## src/rtl/uart_pkg.sv

```systemverilog
// uart_pkg: shared state encoding, bit-timing constants and baud divider table
package uart_pkg;
  localparam int TICKS_PER_BIT = 16;
  localparam int DATA_BITS = 8;
  typedef enum logic [2:0] {IDLE, START, DATA, PARITY, STOP} state_t;
  // indexed by baud_select: round(50e6 / (16 * baud))
  localparam logic [7:0][13:0] BAUD_DIV = {
    14'd27, 14'd54, 14'd81, 14'd163, 14'd326, 14'd651, 14'd2604, 14'd10417
  };
endpackage

```

## src/rtl/uart_baud_gen.sv

```systemverilog
// uart_baud_gen: 16x oversampling tick, restarted whenever baud_select changes
module uart_baud_gen
  import uart_pkg::*;
(
  input  logic       clk,
  input  logic       reset,
  input  logic [2:0] baud_select,
  output logic       sample_tick
);
  logic [13:0] r_cnt;
  logic [2:0]  r_sel;
  logic        r_tick;
  logic        w_same;
  logic        w_last;
  assign w_same = baud_select == r_sel;
  assign w_last = r_cnt == BAUD_DIV[baud_select] - 14'd1;
  always_ff @(posedge clk or negedge reset)
    if (!reset) begin
      r_cnt  <= '0;
      r_sel  <= '0;
      r_tick <= 1'b0;
    end else begin
      r_sel  <= baud_select;
      r_tick <= w_same && w_last;
      r_cnt  <= (!w_same || w_last) ? '0 : r_cnt + 14'd1;
    end
  assign sample_tick = r_tick;
endmodule

```

## src/rtl/uart_receiver.sv

```systemverilog
// uart_receiver: 8E1 UART receiver with 3-sample majority vote per bit
// UART_RX_NOISE_CHECK_EN: disagreeing mid-bit samples also flag a framing error
module uart_receiver
  import uart_pkg::*;
(
  input  logic       clk,
  input  logic       reset,
  input  logic [2:0] baud_select,
  input  logic       RX_EN,
  input  logic       RxD,
  output logic [7:0] Rx_DATA,
  output logic       Rx_VALID,
  output logic       Rx_PERROR,
  output logic       Rx_FERROR
);
  state_t               r_state, w_next;
  logic [1:0]           r_sync;
  logic                 r_armed;
  logic [3:0]           r_cnt;
  logic [2:0]           r_bit;
  logic [1:0]           r_s;
  logic [DATA_BITS-1:0] r_shift, r_data;
  logic                 r_valid, r_perr, r_ferr;
  logic                 w_tick, w_rx, w_mid, w_end, w_bit, w_start, w_done, w_noise;

  uart_baud_gen u_baud (.clk, .reset, .baud_select, .sample_tick(w_tick));

  assign w_rx    = r_sync[1];
  assign w_mid   = w_tick && r_state != IDLE && r_cnt == 4'd9;
  assign w_end   = w_tick && r_cnt == 4'(TICKS_PER_BIT - 1);
  assign w_bit   = (r_s[1] & r_s[0]) | (r_s[1] & w_rx) | (r_s[0] & w_rx);
  assign w_start = r_state == IDLE && w_next == START;
  assign w_done  = w_end && r_state == STOP && RX_EN && !r_perr && !r_ferr;
`ifdef UART_RX_NOISE_CHECK_EN
  assign w_noise = !(r_s[1] == r_s[0] && r_s[0] == w_rx);
`else
  assign w_noise = 1'b0;
`endif

  // r_armed records that the line was high since the last start, so a start
  // edge landing while STOP is still finishing is not lost
  always_comb begin
    w_next = r_state;
    case (r_state)
      IDLE:    w_next = (r_armed && !w_rx) ? START : IDLE;
      START:   w_next = (w_tick && r_cnt == 4'd8 && w_rx) ? IDLE : w_end ? DATA : START;
      DATA:    w_next = (w_end && r_bit == 3'(DATA_BITS - 1)) ? PARITY : DATA;
      PARITY:  w_next = w_end ? STOP : PARITY;
      STOP:    w_next = w_end ? IDLE : STOP;
      default: w_next = IDLE;
    endcase
    if (!RX_EN) w_next = IDLE;
  end

  always_ff @(posedge clk or negedge reset)
    if (!reset) r_state <= IDLE;
    else        r_state <= w_next;

  always_ff @(posedge clk or negedge reset)
    if (!reset) begin
      r_sync  <= 2'b11;
      r_armed <= 1'b1;
      r_cnt   <= '0;
      r_bit   <= '0;
      r_s     <= '0;
      r_shift <= '0;
      r_data  <= '0;
      r_valid <= 1'b0;
      r_perr  <= 1'b0;
      r_ferr  <= 1'b0;
    end else begin
      r_sync  <= {r_sync[0], RxD};
      r_armed <= !w_start && (r_armed || w_rx);
      r_valid <= w_done;
      if (w_done) r_data <= r_shift;
      if (w_start) begin
        r_cnt  <= '0;
        r_bit  <= '0;
        r_perr <= 1'b0;
        r_ferr <= 1'b0;
      end else if (w_tick && r_state != IDLE) begin
        r_cnt <= r_cnt + 4'd1;
        if (r_cnt == 4'd7 || r_cnt == 4'd8) r_s <= {r_s[0], w_rx};
        if (w_end && r_state == DATA) r_bit <= r_bit + 3'd1;
        if (w_mid) begin
          if (r_state == DATA) r_shift <= {w_bit, r_shift[DATA_BITS-1:1]};
          r_perr <= r_perr | (r_state == PARITY && (w_bit ^ (^r_shift)));
          r_ferr <= r_ferr | w_noise | (r_state == STOP && !w_bit);
        end
      end
    end

  assign Rx_DATA   = r_data;
  assign Rx_VALID  = r_valid;
  assign Rx_PERROR = r_perr;
  assign Rx_FERROR = r_ferr;
endmodule

```

## config.mk

```make
export PLATFORM = sky130hd
export DESIGN_NAME = uart_receiver
export DESIGN_NICKNAME = d
export VERILOG_FILES = /design/src/rtl/uart_pkg.sv /design/src/rtl/uart_baud_gen.sv /design/src/rtl/uart_receiver.sv
export SDC_FILE = /design/constraint.sdc
export NUM_CORES = 1
export LEC_CHECK = 0
export CORE_MARGIN = 3
export CORE_UTILIZATION = 31
export CTS_BUF_LIST = sky130_fd_sc_hd__clkbuf_8 sky130_fd_sc_hd__clkbuf_16
export DETAILED_ROUTE_END_ITERATION = 10
export DONT_BUFFER_PORTS = 1
export GPL_ROUTABILITY_DRIVEN = 0
export PLACE_DENSITY_LB_ADDON = 0.1
export SYNTH_ARGS = -nofsm -noshare
export SYNTH_HDL_FRONTEND = slang
export SYNTH_SLANG_ARGS = --single-unit
```

## constraint.sdc

```tcl
create_clock -name clk -period 2.5 [get_ports clk]
set_input_delay 0.25 -clock clk [delete_from_list [all_inputs] [get_ports clk]]
set_output_delay 0.25 -clock clk [all_outputs]
set_load 0.1 [all_outputs]
```

Word level (Yosys, flattened, before mapping)
Memories as Yosys holds them, arrays and structs flattened.
Cells that the tools add are included.
{"block": "word_totals", "in_bits": 7, "word_cells": 98, "romBits": 112, "ff_bits": 52, "output_inout_bits": 11, "mem_count": 1}
{"name": "(name not given)", "depth": 8, "width": 14, "read_ports": 1, "rd_ports_with_merged_regs": 0, "write_ports": 0, "line": "uart_baud_gen.sv:16", "source": "assign w_last = r_cnt == BAUD_DIV[baud_select] - 14'd1;"}
{"block": "op_classes", "reduce_logical": 36, "order_cmp": 1, "mux": 21, "n_bitwise": 9, "eq_ne": 12, "addsub": 4}
{"cell": "$mux W14", "n": 2}
{"cell": "$mux W3", "n": 6}
{"cell": "$logic_and A1 B1 Y1", "n": 17}
{"cell": "$pmux W3 S5", "n": 1}
{"cell": "$add A14 B1 Y14 const B", "n": 1}
{"cell": "$eq A14 B14 Y1", "n": 1}
{"cell": "$sub A14 B1 Y14 const B", "n": 1}
{"cell": "$eq A4 B4 Y1 const B", "n": 3}
{"cell": "$mux W1", "n": 8}
{"cell": "$mux W4", "n": 2}
{"cell": "$reduce_xor A8 Y1", "n": 1}
{"cell": "$eq A3 B1 Y1 const B", "n": 2}
{"cell": "$eq A3 B2 Y1 const B", "n": 2}
{"cell": "$eq A3 B3 Y1 const B", "n": 2}
{"cell": "$logic_not A1 Y1", "n": 6}
{"cell": "$reduce_bool A2 Y1", "n": 3}
{"cell": "$add A4 B1 Y4 const B", "n": 1}
{"cell": "$eq A4 B3 Y1 const B", "n": 1}
{"cell": "$lt A3 B4 Y1 const B", "n": 1}
{"cell": "$mux W2", "n": 2}
{"cell": "$or A1 B1 Y1", "n": 4}
{"cell": "$reduce_and A2 Y1", "n": 2}
{"cell": "$reduce_and A4 Y1", "n": 1}
{"cell": "$add A3 B1 Y3 const B", "n": 1}
{"cell": "8 further kinds", "n": 12}

Depth between registers and ports, before layout
Gate-level depths: netlist of the first run.
{"block": "depth", "ltp_word": 10, "mapped_depth": 13, "mapped_depth_nobuf": 11}

Hierarchy
Synthesis of the first run repeated with hierarchy kept, for this count alone.
{"block": "unflattened", "hier_cells": 310, "area_unflattened_um2": 3193.1}
{"module": "uart_receiver", "seq_area_each_um2": 854.6, "area_per_inst_um2": 1672.9, "cells_per_inst": 136, "instances": 1}
{"module": "uart_baud_gen", "seq_area_each_um2": 450.4, "area_per_inst_um2": 1520.2, "cells_per_inst": 174, "instances": 1}

Worst setup path before layout of the first run
OpenSTA, ideal clock, no wires.
{"block": "synth_timing", "path_kind": "input to register", "startpoint": "in baud_select[0]", "endpoint": "reg u_baud.r_cnt[10]", "setup_ns": 0.116, "path_stages": 12, "t_arrival_ns": 2.378, "path_slack_ns": 0.006, "n_path_buf": 2, "t_required_ns": 2.384, "path_cell_list": "buf_2 -> inv_1 -> ha_1 -> nand2_1 -> o21ai_0 -> ha_1 -> xnor2_1 -> a221oi_1 -> o2111ai_2 -> a2111oi_4 -> buf_6 -> nor2_1"}
{"block": "synth_via", "elab_chain_len": 6, "elab_cells_between_ends": 8, "cone_classes": "add/sub (1); eq/ne (2); mux (2); reduce/logical (2); memory (1)"}
{"item": "start, declared", "line": "uart_receiver.sv:8", "source": "input logic [2:0] baud_select,"}
{"item": "$mem_v2 Z8 W14"}
{"item": "$mux W14 (implied by the code)", "line": "uart_baud_gen.sv:16"}
{"item": "$sub A14 B1 Y14", "line": "uart_baud_gen.sv:16"}
{"item": "$eq A14 B14 Y1", "line": "uart_baud_gen.sv:16"}
{"item": "$logic_or A1 B1 Y1 *", "line": "uart_baud_gen.sv:25", "source": "r_cnt <= (!w_same || w_last) ? '0 : r_cnt + 14'd1;"}
{"item": "$mux W14 *", "line": "uart_baud_gen.sv:25"}
{"item": "end signal, assigned", "line": "uart_baud_gen.sv:25"}
{"item": "end, declared", "line": "uart_baud_gen.sv:10", "source": "logic [13:0] r_cnt;"}
Mark *: on every way between the ends. The rest lies on a longest branch, timed or not. The select of a mux whose other input is x is not followed.
A chain may end at the register's enable or synchronous reset.

Worst setup path after layout of the first run
{"block": "layout_timing", "startpoint": "in baud_select[0]", "endpoint": "reg u_baud.r_cnt[0]"}
The elaborated chain is that of the path after synthesis.

==> results of run 1 <==
-- cell families (layout without fill, tap and decap cells) --
| kind of cell | after synthesis | count (layout) | share of synthesized area |
|---|---|---|---|
| simple gates | 120 | 120 | 0.194 |
| flops | 52 | 52 | 0.437 |
| xor+xnor | 40 | 40 | 0.117 |
| compound gates | 29 | 29 | 0.0737 |
| mux | 25 | 25 | 0.0913 |
| fa+ha+maj | 15 | 15 | 0.0620 |
| buf+inv | 15 | 30 | 0.0251 |
-- state kept, by name, summed over array words and instances, names as in the netlist, 2 cells and up --
name and flops:
u_baud.r_sel 3, r_s 2, r_shift 8, r_sync 2, r_state 3, r_bit 3
r_cnt 4, u_baud.r_cnt 14, Rx_DATA 8
-- metal layers --
layer | vias up | track usage | share of wire
met1 | 983 | 0.174 | 0.53
met4 | 0 | 0.0294 | 0.011
met5 | - | 0 | 0
met3 | 6 | 0.0242 | 0.030
li1 | 1042 | - | -
met2 | 27 | 0.179 | 0.43
-- through the flow --
stage / util / instances
2_1_floorplan: - / 296
3_3_place_gp: 0.342 / 426
3_5_place_dp: 0.342 / 426
4_1_cts: 0.360 / 440
5_1_grt: 0.360 / 440
6_report: 0.360 / 440
-- layout by cell type (no fill, tap or decap), drive strengths merged, types with 3 or more instances in the layout --
master	instances
dlygate4sd3	5
xnor2	23
nand2	35
dfrtp	49
mux2	18
nand4	6
nor3b	3
mux2i	7
nor3	6
xor2	17
dfstp	3
or3	3
a31oi	3
o21ai	5
a21oi	7
nor2b	3
and2	3
and3	4
clkbuf	5
nand3	5
inv	7
buf	11
nor2	42
ha	14
-- worst min-delay path by stage --
| stage | from | end | slack (ns) |
|---|---|---|---|
| 6_report | RX_EN | r_state[2] | 0.07 |
| 3_3_place_gp | reset | r_cnt[0] | -0.04 |
| 2_1_floorplan | reset | Rx_DATA[0] | -0.05 |
| 5_1_grt | RX_EN | r_state[2] | 0.07 |
| 4_1_cts | RX_EN | r_state[2] | 0.06 |
| 3_5_place_dp | reset | r_state[2] | -0.04 |
-- where the power goes --
| group | internal [uW] | switching, uW | total (uW) |
|---|---|---|---|
| Sequential | 853 | 12.8 | 866 |
| Clock | 206 | 307 | 514 |
| Combinational | 61.9 | 84.1 | 146 |
| Total | 1120 | 404 | 1530 |
-- worst register-to-register path: cells and delay by family (launching register included) --
family	cells	cell delay, ns
compound gates	4	0.94
buf+inv	1	0.22
simple gates	2	0.20
flops	1	0.51
-- cell type report --
class,count,area (um^2)
inverters,6,22.5
well taps,129,161
flip-flops and latches,52,1310
clock buffers,5,68.8
clock inverters,3,27.5
fillers,975,5940
multi-input cells,229,1610
repair buffers,16,153
==> qor.csv, run 1 <==
metric;value;unit
row_count;35;
initial_core_util;0.322;
post-place-ws;0.00420;ns
min_period_over_period;0.861;
cp_slowest_cell;ha_1;
syn_avg_cell_area;10.1;um^2
drt_iter0_drc;74;
cts_htree_levels;2;
synth_cell_types;47;
synth_largest_area_cell;dfrtp_1;
cts_tree;built;
drive_above_1_share;0.141;
port-buffer-count;0;
outcome;finished clean;
grt_max_degree;53;
setup_viol;0;
vias;2058;
synth_top_cell_area_share;0.410;
power;1530;uW
final_area;0.00335;mm^2
syn-instance-count;296;
synth.area.top_cells;dfrtp_1 (41%), mux2_2 (6.8%), xnor2_1 (6.7%), ha_1 (5.9%), nor2_1 (5.3%);
p_leak;0.00156;uW
ys_seq_area_frac;0.437;
n_antenna_cell;0;
path_buf_inv;2;
critPathMaxStageDelay;0.33;ns
yosys_register_bits;52;
clock_sinks;52;
fin_setup_tns;0;ns
cts_setup_buffers;0;
crit_path_end;u_baud.r_cnt[0];
async_flop_share;1.00;
min_period;2.15;ns
reg2regPathDepth;7;
drc_errors;0;
synth_enable_flop_cells;0;
area_growth;12.0;%
drt_wl_total;6.17;mm
cts_resized;0;
cts_hold_buf;6;
place_area;0.00317;mm^2
cts_buffers;5;
via_per_inst;4.68;
fin_ws;0.348;ns
io_pins;18;
rsz0062_at_grt;no;
power_density;456;mW/mm^2
drtPass1Iterations;4;
cts_max_path_buffers;2;
drv_cap;0;
overflow;0;
hold_depth;1;
antenna_found_initial;0;
slew_headroom;0.402;
crit_type;input pin to flip-flop;
synth_top_flop_cell;dfrtp_1;
die_area;0.0109;mm^2
crit_family;compound AO/OA/AOI/OAI gates;
die_x;104;um
dp_hpwl;4.29;mm
syn_nets;317;
r2r-end;u_baud.r_cnt[0];
first_global_vias;2121;
root_buffer;clkbuf_8;
startpoint;baud_select[0];
worstReg2RegStart;u_baud.r_cnt[0];
ys_warn_count;0;
synth.most_common_cell;dfrtp_1;
slew_viol_final;0;
worst_ep_required_time;2.69;ns
core;0.00928;mm^2
die_height;104;um
cpMostUsedCell;ha_1;
tightest_slew;0.898;ns
fmax;465;MHz
syn_area;0.00299;mm^2
clkTransAtPathRegs;0.10;ns
endpoint_kind;flip-flop;
wl_per_cell;14.0;um
path_max_fanout;13;
clock_latency;0.31;ns
ant_nets;0;
nNetsFinal;331;
grt_pass1_wl;10.7;mm
arrival;2.34;ns
gr-usage-all-layers;0.118;
finalHoldViolCount;0;
critPathLaunchType;input pin;
r2r_slack;0.52;ns
critical_path_depth;11;
path_cells;inv_1, ha_1, nand2_1, o21ai_0, ha_1, xnor2_1, a221oi_1, o2111ai_2, a2111oi_4, buf_4, nor3b_1;
holdWs;0.0721;ns
hold_path.class;input pin to flip-flop;
fin_skew;0.00943;ns
ir_worst_vdd;0.207;mV
synth_common_cells;dfrtp_1 (49), nor2_1 (42), nand2_1 (35), xnor2_1 (23), mux2_2 (18);
Power figures use the tool's default switching activity.
==> inputs of run 2 (changes only) <==
Settings changed: TNS_END_PERCENT set to 100.
==> results of run 2 <==
No change in the layout: final DEF, timing and power equal those of run 1.
